[src/rtl/vga_timing_gen.sv]
// Parametrised VGA sync/timing generator with active window, prefetch window and frame counter.
// Optional vertical-blank interrupt logic is built when VGA_VBLANK_IRQ_EN is defined.
module vga_timing_gen #(
    parameter int unsigned H_ACTIVE = 640,
    parameter int unsigned H_FP     = 16,
    parameter int unsigned H_SYNC   = 96,
    parameter int unsigned H_BP     = 48,
    parameter int unsigned V_ACTIVE = 480,
    parameter int unsigned V_FP     = 10,
    parameter int unsigned V_SYNC   = 2,
    parameter int unsigned V_BP     = 33,
    parameter bit          HS_POL   = 1'b0,
    parameter bit          VS_POL   = 1'b0,
    parameter int unsigned PREFETCH = 1,
    parameter int unsigned H_W      = 10,
    parameter int unsigned V_W      = 10,
    parameter int unsigned FRAME_W  = 16
) (
    input  logic               clk_i,
    input  logic               rst_i,
    input  logic               ce_i,
    input  logic               en_i,
`ifdef VGA_VBLANK_IRQ_EN
    input  logic               irq_ack_i,
    output logic               irq_o,
    output logic               irq_ovf_o,
`endif
    output logic               hsync_o,
    output logic               vsync_o,
    output logic               active_o,
    output logic [H_W-1:0]     x_o,
    output logic [V_W-1:0]     y_o,
    output logic               fetch_o,
    output logic [H_W-1:0]     fetch_x_o,
    output logic [V_W-1:0]     fetch_y_o,
    output logic               line_start_o,
    output logic               frame_start_o,
    output logic [H_W-1:0]     hc_o,
    output logic [V_W-1:0]     vc_o,
    output logic [FRAME_W-1:0] frame_cnt_o
);

    localparam int unsigned H_BLANK = H_FP + H_SYNC + H_BP;
    localparam int unsigned H_TOTAL = H_BLANK + H_ACTIVE;
    localparam int unsigned V_BLANK = V_FP + V_SYNC + V_BP;
    localparam int unsigned V_TOTAL = V_BLANK + V_ACTIVE;

    if (64'(H_TOTAL) - 64'd1 >= (64'd1 << H_W)) begin : g_h_w_err
        $error("vga_timing_gen: H_TOTAL-1 does not fit in H_W bits");
    end
    if (64'(V_TOTAL) - 64'd1 >= (64'd1 << V_W)) begin : g_v_w_err
        $error("vga_timing_gen: V_TOTAL-1 does not fit in V_W bits");
    end
    if (PREFETCH > H_BLANK) begin : g_prefetch_err
        $error("vga_timing_gen: PREFETCH exceeds horizontal blanking");
    end

    logic [H_W-1:0]     hc_q, hc_d;
    logic [V_W-1:0]     vc_q, vc_d;
    logic [FRAME_W-1:0] frame_q, frame_d;
    logic [31:0]        hc_w, vc_w;
    logic               h_end, v_end;

    logic               hsync_q, hsync_d;
    logic               vsync_q, vsync_d;
    logic               active_q, active_d;
    logic [H_W-1:0]     x_q, x_d;
    logic [V_W-1:0]     y_q, y_d;
    logic               fetch_q, fetch_d;
    logic [H_W-1:0]     fetch_x_q, fetch_x_d;
    logic [V_W-1:0]     fetch_y_q, fetch_y_d;
    logic               line_start_q, line_start_d;
    logic               frame_start_q, frame_start_d;

    assign hc_w = 32'(hc_q);
    assign vc_w = 32'(vc_q);

    // Decodes are taken from the pre-update counters so all outputs share one cycle of lag.
    always_comb begin
        h_end         = (hc_w == H_TOTAL - 1);
        v_end         = (vc_w == V_TOTAL - 1);
        hc_d          = h_end ? '0 : hc_q + H_W'(1);
        vc_d          = vc_q;
        frame_d       = frame_q;
        if (h_end) begin
            vc_d = v_end ? '0 : vc_q + V_W'(1);
            if (v_end) begin
                frame_d = frame_q + FRAME_W'(1);
            end
        end

        hsync_d       = (hc_w >= H_FP && hc_w < H_FP + H_SYNC) ? HS_POL : !HS_POL;
        vsync_d       = (vc_w >= V_FP && vc_w < V_FP + V_SYNC) ? VS_POL : !VS_POL;

        active_d      = (hc_w >= H_BLANK) && (vc_w >= V_BLANK);
        x_d           = '0;
        y_d           = '0;
        if (active_d) begin
            x_d = H_W'(hc_w - H_BLANK);
            y_d = V_W'(vc_w - V_BLANK);
        end

        fetch_d       = (vc_w >= V_BLANK) && (hc_w >= H_BLANK - PREFETCH)
                        && (hc_w < H_TOTAL - PREFETCH);
        fetch_x_d     = '0;
        fetch_y_d     = '0;
        if (fetch_d) begin
            fetch_x_d = H_W'(hc_w - (H_BLANK - PREFETCH));
            fetch_y_d = V_W'(vc_w - V_BLANK);
        end

        line_start_d  = (hc_w == 0);
        frame_start_d = (hc_w == 0) && (vc_w == 0);
    end

    always_ff @(posedge clk_i or posedge rst_i) begin
        if (rst_i) begin
            hc_q          <= '0;
            vc_q          <= '0;
            frame_q       <= '0;
            hsync_q       <= !HS_POL;
            vsync_q       <= !VS_POL;
            active_q      <= 1'b0;
            x_q           <= '0;
            y_q           <= '0;
            fetch_q       <= 1'b0;
            fetch_x_q     <= '0;
            fetch_y_q     <= '0;
            line_start_q  <= 1'b0;
            frame_start_q <= 1'b0;
        end else if (!en_i) begin
            hc_q          <= '0;
            vc_q          <= '0;
            frame_q       <= '0;
            hsync_q       <= !HS_POL;
            vsync_q       <= !VS_POL;
            active_q      <= 1'b0;
            x_q           <= '0;
            y_q           <= '0;
            fetch_q       <= 1'b0;
            fetch_x_q     <= '0;
            fetch_y_q     <= '0;
            line_start_q  <= 1'b0;
            frame_start_q <= 1'b0;
        end else if (ce_i) begin
            hc_q          <= hc_d;
            vc_q          <= vc_d;
            frame_q       <= frame_d;
            hsync_q       <= hsync_d;
            vsync_q       <= vsync_d;
            active_q      <= active_d;
            x_q           <= x_d;
            y_q           <= y_d;
            fetch_q       <= fetch_d;
            fetch_x_q     <= fetch_x_d;
            fetch_y_q     <= fetch_y_d;
            line_start_q  <= line_start_d;
            frame_start_q <= frame_start_d;
        end else begin
            // Strobes never stretch across ce gaps.
            line_start_q  <= 1'b0;
            frame_start_q <= 1'b0;
        end
    end

`ifdef VGA_VBLANK_IRQ_EN
    logic irq_q, irq_ovf_q, irq_set;

    assign irq_set = ce_i && frame_start_d;

    // Set has priority over ack; overflow marks a frame start while the previous irq was pending.
    always_ff @(posedge clk_i or posedge rst_i) begin
        if (rst_i) begin
            irq_q     <= 1'b0;
            irq_ovf_q <= 1'b0;
        end else if (!en_i) begin
            irq_q     <= 1'b0;
            irq_ovf_q <= 1'b0;
        end else begin
            if (irq_set) begin
                irq_q <= 1'b1;
            end else if (irq_ack_i) begin
                irq_q <= 1'b0;
            end
            if (irq_set && irq_q) begin
                irq_ovf_q <= 1'b1;
            end else if (irq_ack_i) begin
                irq_ovf_q <= 1'b0;
            end
        end
    end

    assign irq_o     = irq_q;
    assign irq_ovf_o = irq_ovf_q;
`endif

    assign hsync_o       = hsync_q;
    assign vsync_o       = vsync_q;
    assign active_o      = active_q;
    assign x_o           = x_q;
    assign y_o           = y_q;
    assign fetch_o       = fetch_q;
    assign fetch_x_o     = fetch_x_q;
    assign fetch_y_o     = fetch_y_q;
    assign line_start_o  = line_start_q;
    assign frame_start_o = frame_start_q;
    assign hc_o          = hc_q;
    assign vc_o          = vc_q;
    assign frame_cnt_o   = frame_q;

endmodule

[config.mk]
export PLATFORM = sky130hd
export DESIGN_NAME = vga_timing_gen
export DESIGN_NICKNAME = d
export VERILOG_FILES = /design/src/rtl/vga_timing_gen.sv
export SDC_FILE = /design/constraint.sdc
export NUM_CORES = 1
export LEC_CHECK = 0
export CORE_AREA = 2 2 98 100
export CTS_BUF_LIST = sky130_fd_sc_hd__clkbuf_8
export CTS_CLUSTER_DIAMETER = 50
export DETAILED_ROUTE_END_ITERATION = 10
export DIE_AREA = 0 0 100 102
export PLACE_DENSITY = 0.76
export SLEW_MARGIN = 10
export SYNTH_ARGS = -nofsm -noshare
export SYNTH_HDL_FRONTEND = slang
export SYNTH_SLANG_ARGS = --single-unit
[constraint.sdc]
create_clock -name clk_i -period 2.5 [get_ports clk_i]
set_input_delay 0.5 -clock clk_i [delete_from_list [all_inputs] [get_ports clk_i]]
set_output_delay 0.5 -clock clk_i [all_outputs]
set_load 0.005 [all_outputs]
== Word level (Yosys, flattened, before mapping) ==
Cells that the tools add are included.
Storage, ports and cells
  word-level logic and storage cells: 79
  register bits after elaboration: 82
  bits of input ports: 4
  output and inout port bits: 82
Operators by class
  equality and inequality tests: 5
  add/subtract/negate cells: 6
  magnitude comparators: 8
  reduce and logical (&&, ||, !) cells: 10
  mux-type cells: 37
Operators by type and width (number)
  $mux 10: 19
  $logic_not 32->1: 2
  $mux 16: 4
  $add 10x1->10 const B: 2
  $eq 10x10->1 const B: 2
  $ge 10x8->1 const B: 2
  $sub 10x8->10 const B: 2
  $add 16x1->16 const B: 1
  $mux 1: 14
  $ge 10x4->1 const B: 1
  $ge 10x5->1 const B: 1
  $ge 10x6->1 const B: 1
  $lt 10x10->1 const B: 1
  $lt 10x4->1 const B: 1
  $lt 10x7->1 const B: 1
  $sub 10x6->10 const B: 1
  $logic_and 1x1->1: 6
  $ne 2x1->1 const B: 2
  $reduce_and 3->1: 1
  $ne 2x2->1 const B: 1
  $reduce_and 2->1: 1

== Logic depth before layout (Yosys ltp) ==
Gate-level depths: netlist of run 1.
  depth in word-level cells: 6
  mapped depth: 9
  gate-level depth less buffers: 6

== Worst setup path before layout of run 1 ==
OpenSTA, ideal clock, no wires.
  kind: register -> register
  start: register vc_q[0], in the netlist vc_o[0]
  end: register frame_q[10], in the netlist frame_cnt_o[10]
  path slack: 448 ps
  path buffers: 2
  arrival time: 1974 ps
  setup time: 78 ps
  clock period less this slack: 2052 ps
  cell stages (with the launch flop): 9
  data required time: 2422 ps
  cell sequence: dfrtp_1 > clkbuf_1 > inv_1 > ha_1 > and4_1 > nand4_1 > buf_2 > or4_1 > a21oi_1
On the way
  word-level cells in the longest chain between the ends: 3
RTL lines
  from (decl): RTL line 59  | logic [V_W-1:0] vc_q, vc_d;
  from (signal assigned): RTL line 147  | vc_q <= vc_d;
  $eq 10x10->1: RTL line 81  | v_end = (vc_w == V_TOTAL - 1);
  $ne 2x1->1 (no source line)
  $reduce_and 3->1 (no source line)
  to (signal assigned): RTL line 148  | frame_q <= frame_d;
  to (decl): RTL line 60  | logic [FRAME_W-1:0] frame_q, frame_d;
Every way passes these cells.
A chain may end at the register's enable or synchronous reset.

== Worst setup path after layout of run 1 ==
  start: register hc_q[5], in the netlist hc_o[5]
  end: output port hc_o[5]
RTL lines
  from (decl): RTL line 58  | logic [H_W-1:0] hc_q, hc_d;
  from (signal assigned): RTL line 118  | hc_q <= '0;
  from (signal assigned): RTL line 132  | hc_q <= '0;
  from (signal assigned): RTL line 146  | hc_q <= hc_d;
  to (decl): RTL line 38  | output logic [H_W-1:0] hc_o,
No word-level cell between the ends.

==> summary.md, run 1 <==
| Metric | Value |
|---|---|
| Final core occ | between 60% and 70% |
| Sw Share | 23.9% |
| Post-synth top area cell | dfrtp_1 |
| Largest net degree at the start of global routing | 46 |
| Remaining DRCs | 0 |
| DRT antenna net count | 0 |
| Placement row count | 35 |
| Initial antenna violation count | 0 |
| Tot GR Track Use | between 20% and 30% |
| Final setup viols | 0 |
| Max IR drop VDD | 0.217 mV |
| Most instantiated library cell after synthesis | dfrtp_1 |
| Initial DRC count | between 200 and 250 |
| Post-DP Area | 0.00537 mm² |
| Hold Buf Count CTS | 0 |
| Share of layout cells above drive strength 1 | between 10% and 20% |
| Period minus WS final | about 2.2 ns |
| FF/Latch Area | between 0.002 and 0.0025 mm² |
| Max frequency | 462 MHz |
| Crit share post-route | 86.5% |
| Cells after synthesis | roughly 450 |
| Port Buffer Count | 85 |
| Critical path class | flip-flop to output pin |
| Detailed Route WL | about 11 mm |
| DIE WIDTH | 100 µm |
| Slowest-stage cell, CP | dfrtp_1 |
| Worst-margin pin slew | 0.567 ns |
| CTS root buf | clkbuf_8 |
| Post-CTS resize count | 0 |
| Syn_area_per_cell | approximately 9.6 µm² |
| Maximum root-to-sink buffer count | 2 |
| Critical path capture point type | output pin |
| Post-synth top area share | between 40% and 50% |
| Max Slew Vio Count | 0 |
| Vias in the first global route | around 3.7k |
| Post-synth EDFFs | 0 |
| Status | finished clean |
| Postcts setup bufs | 0 |
| Die height | a little over 100 µm |
| Max stage delay on crit path | approximately 0.69 ns |
| Multi-input combinational cell area | roughly 0.0020 mm² |
| Synth cell types | 52 |
| Congestion Overflow GR | 0 |
| Clock-pin slew on the worst setup and hold paths | 0.09 ns |
| Max-Cap Viols | 0 |
| Pwr Density | ~450 mW/mm² |
| Initial core utilization | ~47% |
| Top Ports | 86 |
| Routability cong. | 0.866 |
| Seq/Total Area, Yosys | between 40 and 50% |
| R2R depth | 5 |
| Post-synth top cells | dfrtp_1 (80), nand2_1 (65), o31ai_1 (33) |
| Final Hold Fails | 0 |
| Detailed Place HPWL | 7.90 mm |
| Core Box Area | between 0.009 and 0.01 mm² |
| Final setup skew | between 0.009 and 0.01 ns |
| Startpoint Class | flip-flop |
| H-tree Lvls | 3 |
| Ys flop type | dfrtp_1 |
| Syn Nets | ~460 |
| CP top delay family | flip-flops |
| Setup TNS | 0 ns |
| Vias | roughly 3.8k |
| Diode count | 0 |
| Vias per cell | just under 6 |
| Net load switching power | ~0.00059 W |
| Leakage | around 2.3 nW |
| TritonCTS clock tree | yes |
| Die ar. | approximately 0.01 mm² |
| Area contributors post-synth | dfrtp_1 (47%), o31ai_1 (5.8%), nand2_1 (5.7%), o21ai_0 (3.7%), ha_1 (2.9%) |
| CTS buffer count | 9 |
| CP arrival | ~1.7 ns |
| CTS sink count | roughly 80 |
| Worst EP required | 2.00 ns |
| P_int | 0.00189 W |
| Yosys reg bits | ~80 |
| Synth async-reset ratio | 100% |
| 1st-pass router iterations | 5 |
| Synth warn | 0 |
| Mapped Area | roughly 0.0043 mm² |
| Worst-Skew Late Latency | about 0.35 ns |
| Hold Crit Class | flip-flop to flip-flop |
| First-pass GRT wire length | between 15 and 20 mm |
| WP depth | 1 |
| Hold Path Stages | 2 |
| Cell area after layout | approximately 0.0056 mm² |
| Reg power frac | between 50 and 60% |
| Nets | 553 |
| Routed len/inst | roughly 17 µm |
| CP cell instances | clkdlybuf4s50_1 |
| Worst Path Buf+Inv | 1 |
| RSZ-0062 raised after global routing | false |
| Comb power frac | under 10% |
| Clk pwr share | 39.3% |
| Max Fanout on Critical Path | 15 |
| Slew HR | around 62% |
| Fillers | a little under 800 |
| Area growth syn-to-layout | 30.1% |
[state kept, by name, summed over array words and instances (netlist names)]
register and flops:
fetch_y_o 10, frame_cnt_o 16, line_start_o 1, fetch_x_o 10, vsync_o 1, hc_o 10, hsync_o 1, fetch_o 1
vc_o 10, x_o 10, frame_start_o 1, active_o 1, y_o 10
[logic make-up after synthesis]
group	Yosys count	share of synthesized area (%)
muxes	2	0.467
adders and majority gates	10	2.92
AOI/OAI and AO/OA	117	17.8
DFF	82	48.0
xor gates and xnor gates	23	4.70
and+or+nand+nor	164	21.2
buffers and inverters	49	5.02
[cell usage in the layout (no fill, tap or decap), types with 3 or more instances in the layout]
master	netlist	final
a21oi_1	22	22
and2_1	4	4
and3_1	3	3
and4_1	8	8
buf_4	1	26
clkbuf_8	0	10
clkdlybuf4s50_1	0	85
dfrtp_1	80	80
ha_1	10	10
inv_1	17	16
nand2_1	65	65
nand2b_1	4	4
nand3_1	17	17
nand4_1	12	12
nor2_1	16	15
nor2b_1	3	3
nor3_1	3	3
o211ai_1	4	4
o21ai_0	32	32
o22ai_1	3	3
o311ai_0	4	4
o31ai_1	33	32
o41ai_1	3	3
or3_1	5	5
or4_1	14	14
xnor2_1	14	14
xor2_1	9	9
[final cells by class]
cell class | instances | share of cell area [%]
clock inverter | 6 | 1.17
clock buffer | 10 | 2.47
multi-input combinational | 316 | 36.3
inverter | 17 | 1.21
tap | 111 | 2.49
sequential | 82 | 36.9
timing repair buffer | 113 | 19.5
[metal layers]
layer | up-vias | wire (µm) | GRT usage [%]
met1 | 1889 | 5010 | 32.1
met3 | 9 | 481 | 3.63
li1 | 1809 | - | -
met4 | 0 | 103 | 7.59
met5 | - | 0 | 0
met2 | 119 | 5390 | 36.2
[power groups by stage]
| stage | Combinational, W | Clock, W | Sequential [W] |
|---|---|---|---|
| after floorplan | 0.0000934 | 0 | 0.00137 |
| after detailed placement | 0.000158 | 0 | 0.00138 |
| after global placement | 0.000156 | 0 | 0.00138 |
| after global routing | 0.000177 | 0.00107 | 0.00135 |
| after CTS | 0.000159 | 0.000997 | 0.00135 |
| final | 0.000157 | 0.000974 | 0.00135 |
[metrics by stage]
| stage | instances | hold WS (ns) | setup slack (ns) | total power, W |
|---|---|---|---|---|
| 2_1_floorplan | 447 | 0.471 | 0.448 | 0.00146 |
| 3_3_place_gp | 639 | 0.459 | 0.162 | 0.00153 |
| 3_5_place_dp | 639 | 0.471 | 0.0609 | 0.00153 |
| 4_1_cts | 655 | 0.490 | 0.308 | 0.00251 |
| 5_1_grt | 655 | 0.517 | 0.183 | 0.00260 |
| 6_report | 655 | 0.482 | 0.337 | 0.00248 |
[path summary, 6_finish.rpt]
kind / start / endpoint / slack [ns]
min: active_o$_DFFE_PP0P_ / active_o$_DFFE_PP0P_ / 0.48
max in group asynchronous: rst_i / vsync_o$_DFFE_PP1P_ / 1.39
min in group asynchronous: rst_i / fetch_y_o[5]$_DFFE_PP0P_ / 0.49
min reg2reg: active_o$_DFFE_PP0P_ / active_o$_DFFE_PP0P_ / 0.48
max: hc_o[5]$_DFFE_PP0P_ / hc_o[5] / 0.34
max reg2reg: hc_o[1]$_DFFE_PP0P_ / frame_cnt_o[4]$_DFFE_PP0P_ / 0.38
No activity file was read; power rests on OpenSTA's default activity.
==> inputs of run 2 (changes only) <==
Settings changed: CORE_AREA 2 2 98 100 to 2 2 90 109, DIE_AREA 0 0 100 102 to 0 0 92 111.
==> run 2 against run 1 <==
  * Worst hold slack worse by 0.040 ns
  * Via count about the same
  * Power up 4.6%
  * Design area about the same
  * Largest cell class unchanged
  * Routed wire length down 0.76%
  * Utilization down 1.0 points
==> summary.md, run 2 (synthesis gave the netlist of run 1 again) <==
| Metric | Value |
|---|---|
| Status | finished clean |
| Startpoint Class | flip-flop |
| Detailed Place HPWL | 7.80 mm (-1.3%) |
| Net load switching power | 0.000628 W (+5.8%) |
| Tot GR Track Use | 21.7% (-0.97 points) |
| CP arrival | 1.74 ns (+0.08 ns) |
| Post-CTS resize count | 0 (unchanged) |
| Comb power frac | 6.0% (-0.3 points) |
| Congestion Overflow GR | 0 (unchanged) |
| Commonest cells after routing, fill and taps aside | clkdlybuf4s50_1 (85), dfrtp_1 (80), nand2_1 (65), o31ai_1 (32), o21ai_0 (32) |
| Vias | 3,823 (-0.078%) |
| Vias in the first global route | 3,696 (+0.19%) |
| P_int | 0.00197 W (+4.2%) |
| Setup crit start | hc_o[5]$_DFFE_PP0P_ |
| Share of layout cells above drive strength 1 | 10.2% (-0.50 points) |
| 1st-pass router iterations | 4 (-1) |
| Final setup skew | 0.00773 ns (-0.00164 ns) |
| Sw Share | 24.2% (+0.29 points) |
| First-pass GRT wire length | 18.0 mm (-2.8%) |
| Slew HR | 58.3% (-3.4 points) |
| Period minus WS final | 2.24 ns (+0.0755 ns) |
| Post-DP Area | 0.00535 mm² (-0.37%) |
| Diode count | 0 (unchanged) |
| CTS buffer count | 9 (unchanged) |
| Pwr Density | 465 mW/mm² (+4.5%) |
| Final core occ | 60.1% (-1.0 points) |
| Routed len/inst | 16.4 µm (-2.1%) |
| Worst-Skew Late Latency | 0.36 ns (about the same) |
| Initial antenna violation count | 0 (unchanged) |
| Leakage | 2.29 nW (-0.77%) |
| Launch point of the worst reg-to-reg path | hc_o[1]$_DFFE_PP0P_ |
| Critical path capture point type | output pin |
| Routability cong. | 0.833 (-3.9%) |
| RSZ-0062 raised after global routing | false |
| Max Fanout on Critical Path | 15 (unchanged) |
| DRT antenna net count | 0 (unchanged) |
| Post-route setup slack | 0.261 ns (-0.0755 ns) |
| CTS root buf | clkbuf_8 |
| Largest net degree at the start of global routing | 42 (-8.7%) |
| CTS sink count | 82 (unchanged) |
| Largest register FFs | 16 (unchanged) |
| WP depth | 1 (unchanged) |
| Max IR drop VDD | 0.342 mV (+57%) |
| Max Slew Vio Count | 0 (unchanged) |
| Initial core utilization | 46.2% (-0.82 points) |
| DIE WIDTH | 92 µm (-8.0%) |
| Worst Path Buf+Inv | 1 (unchanged) |
| Post-Place Setup Slack | 0.0382 ns (-0.0227 ns) |
| R2R depth | 5 (unchanged) |
| Detailed Route WL | 10.9 mm (-0.76%) |
| Postcts setup bufs | 0 (unchanged) |
| Initial DRC count | 267 (+21%) |
| Crit share post-route | 89.5% (+3.0 points) |
| Vias per cell | 5.76 (-1.4%) |
| Top Ports | 86 (unchanged) |
| H-tree Lvls | 3 (unchanged) |
| Commonest non-fill, non-tap cell in the layout | clkdlybuf4s50_1 |
| Cell area after layout | 0.00557 mm² (about the same) |
| Port Buffer Count | 85 (unchanged) |
| Die height | 111 µm (+8.8%) |
| Die ar. | 0.0102 mm² (+0.12%) |
| Max frequency | 447 MHz (-3.4%) |
| Reg power frac | 52.1% (-2.3 points) |
| R2R Setup Slk | 0.27 ns (-0.11 ns) |
| CP top delay family | flip-flops |
| CP cell instances | clkdlybuf4s50_1 |
| Worst EP required | 2.00 ns (about the same) |
| RR Endpoint | frame_cnt_o[5]$_DFFE_PP0P_ |
| Hold Crit Class | input pin to asynchronous set/reset pin |
| Max stage delay on crit path | 0.75 ns (+0.06 ns) |
| Core Box Area | 0.00927 mm² (+1.8%) |
| Remaining DRCs | 0 (unchanged) |
| Final setup viols | 0 (unchanged) |
| Clk pwr share | 41.9% (+2.6 points) |
| Critical path class | flip-flop to output pin |
| Maximum root-to-sink buffer count | 2 (unchanged) |
| Area growth syn-to-layout | 30.1% (about the same) |
| Slowest-stage cell, CP | dfrtp_1 |
| Hold Buf Count CTS | 0 (unchanged) |
| Clock-pin slew on the worst setup and hold paths | 0.09 ns (about the same) |
| Final Hold Fails | 0 (unchanged) |
| Critical path destination | hc_o[5] |
| Max-Cap Viols | 0 (unchanged) |
| Nets | 550 (-0.54%) |
| Placement row count | 39 (+11%) |
| Worst-margin pin slew | 0.625 ns (+0.0584 ns) |
| Setup TNS | 0 ns (unchanged) |
| TritonCTS clock tree | yes |
-- run 2: changes by cell type in the layout (fill, tap and decap cells not counted), sizes merged --
cell | previous run | this run
bufinv | 1 | 2
buf | 28 | 25
clkbuf | 10 | 9
inv | 17 | 18
clkinvlp | 2 | 3
clkinv | 3 | 1
-- run 2: final cells by class --
| cell class | instances | area (µm²) |
|---|---|---|
| fillers | 805 | 3700 |
| flip-flops and latches | 82 | 2050 |
| multi-input cells | 316 | 2020 |
| repair buffers | 110 | 1050 |
| well taps | 123 | 154 |
| clock buffers | 9 | 124 |
| clock inverters | 7 | 101 |
| inverters | 17 | 67.6 |
-- run 2: worst min-delay path by stage --
stage	start	endpoint
final	rst_i	fetch_y_o[8]$_DFFE_PP0P_
after global routing	rst_i	fetch_y_o[1]$_DFFE_PP0P_
after CTS	rst_i	fetch_y_o[1]$_DFFE_PP0P_
after detailed placement	active_o$_DFFE_PP0P_	active_o$_DFFE_PP0P_
after global placement	active_o$_DFFE_PP0P_	active_o$_DFFE_PP0P_
after floorplan	active_o$_DFFE_PP0P_	active_o$_DFFE_PP0P_
-- run 2: routing by layer --
metal  GRT usage (%)  wire length, µm  vias up
li1                -                -     1800
met1            29.8             4910     1871
met2            34.5             5220      131
met3            4.15              568       21
met4            7.96              206        0
met5               0                0        -
-- run 2: power groups by stage --
stage          logic [W]  registers, W  clock network [W]
2_1_floorplan  0.0000934       0.00137                  0
3_3_place_gp    0.000154       0.00138                  0
3_5_place_dp    0.000157       0.00138                  0
4_1_cts         0.000158       0.00135            0.00110
5_1_grt         0.000173       0.00135            0.00115
6_report        0.000156       0.00135            0.00109
-- run 2: stage by stage --
stage | instances | hold slack (ns) | power (W)
detailed placement | 648 | 0.467 | 0.00153
finish | 664 | 0.442 | 0.00259
global route | 664 | 0.451 | 0.00267
global placement | 648 | 0.461 | 0.00153
CTS | 664 | 0.444 | 0.00260
floorplan | 447 | 0.471 | 0.00146
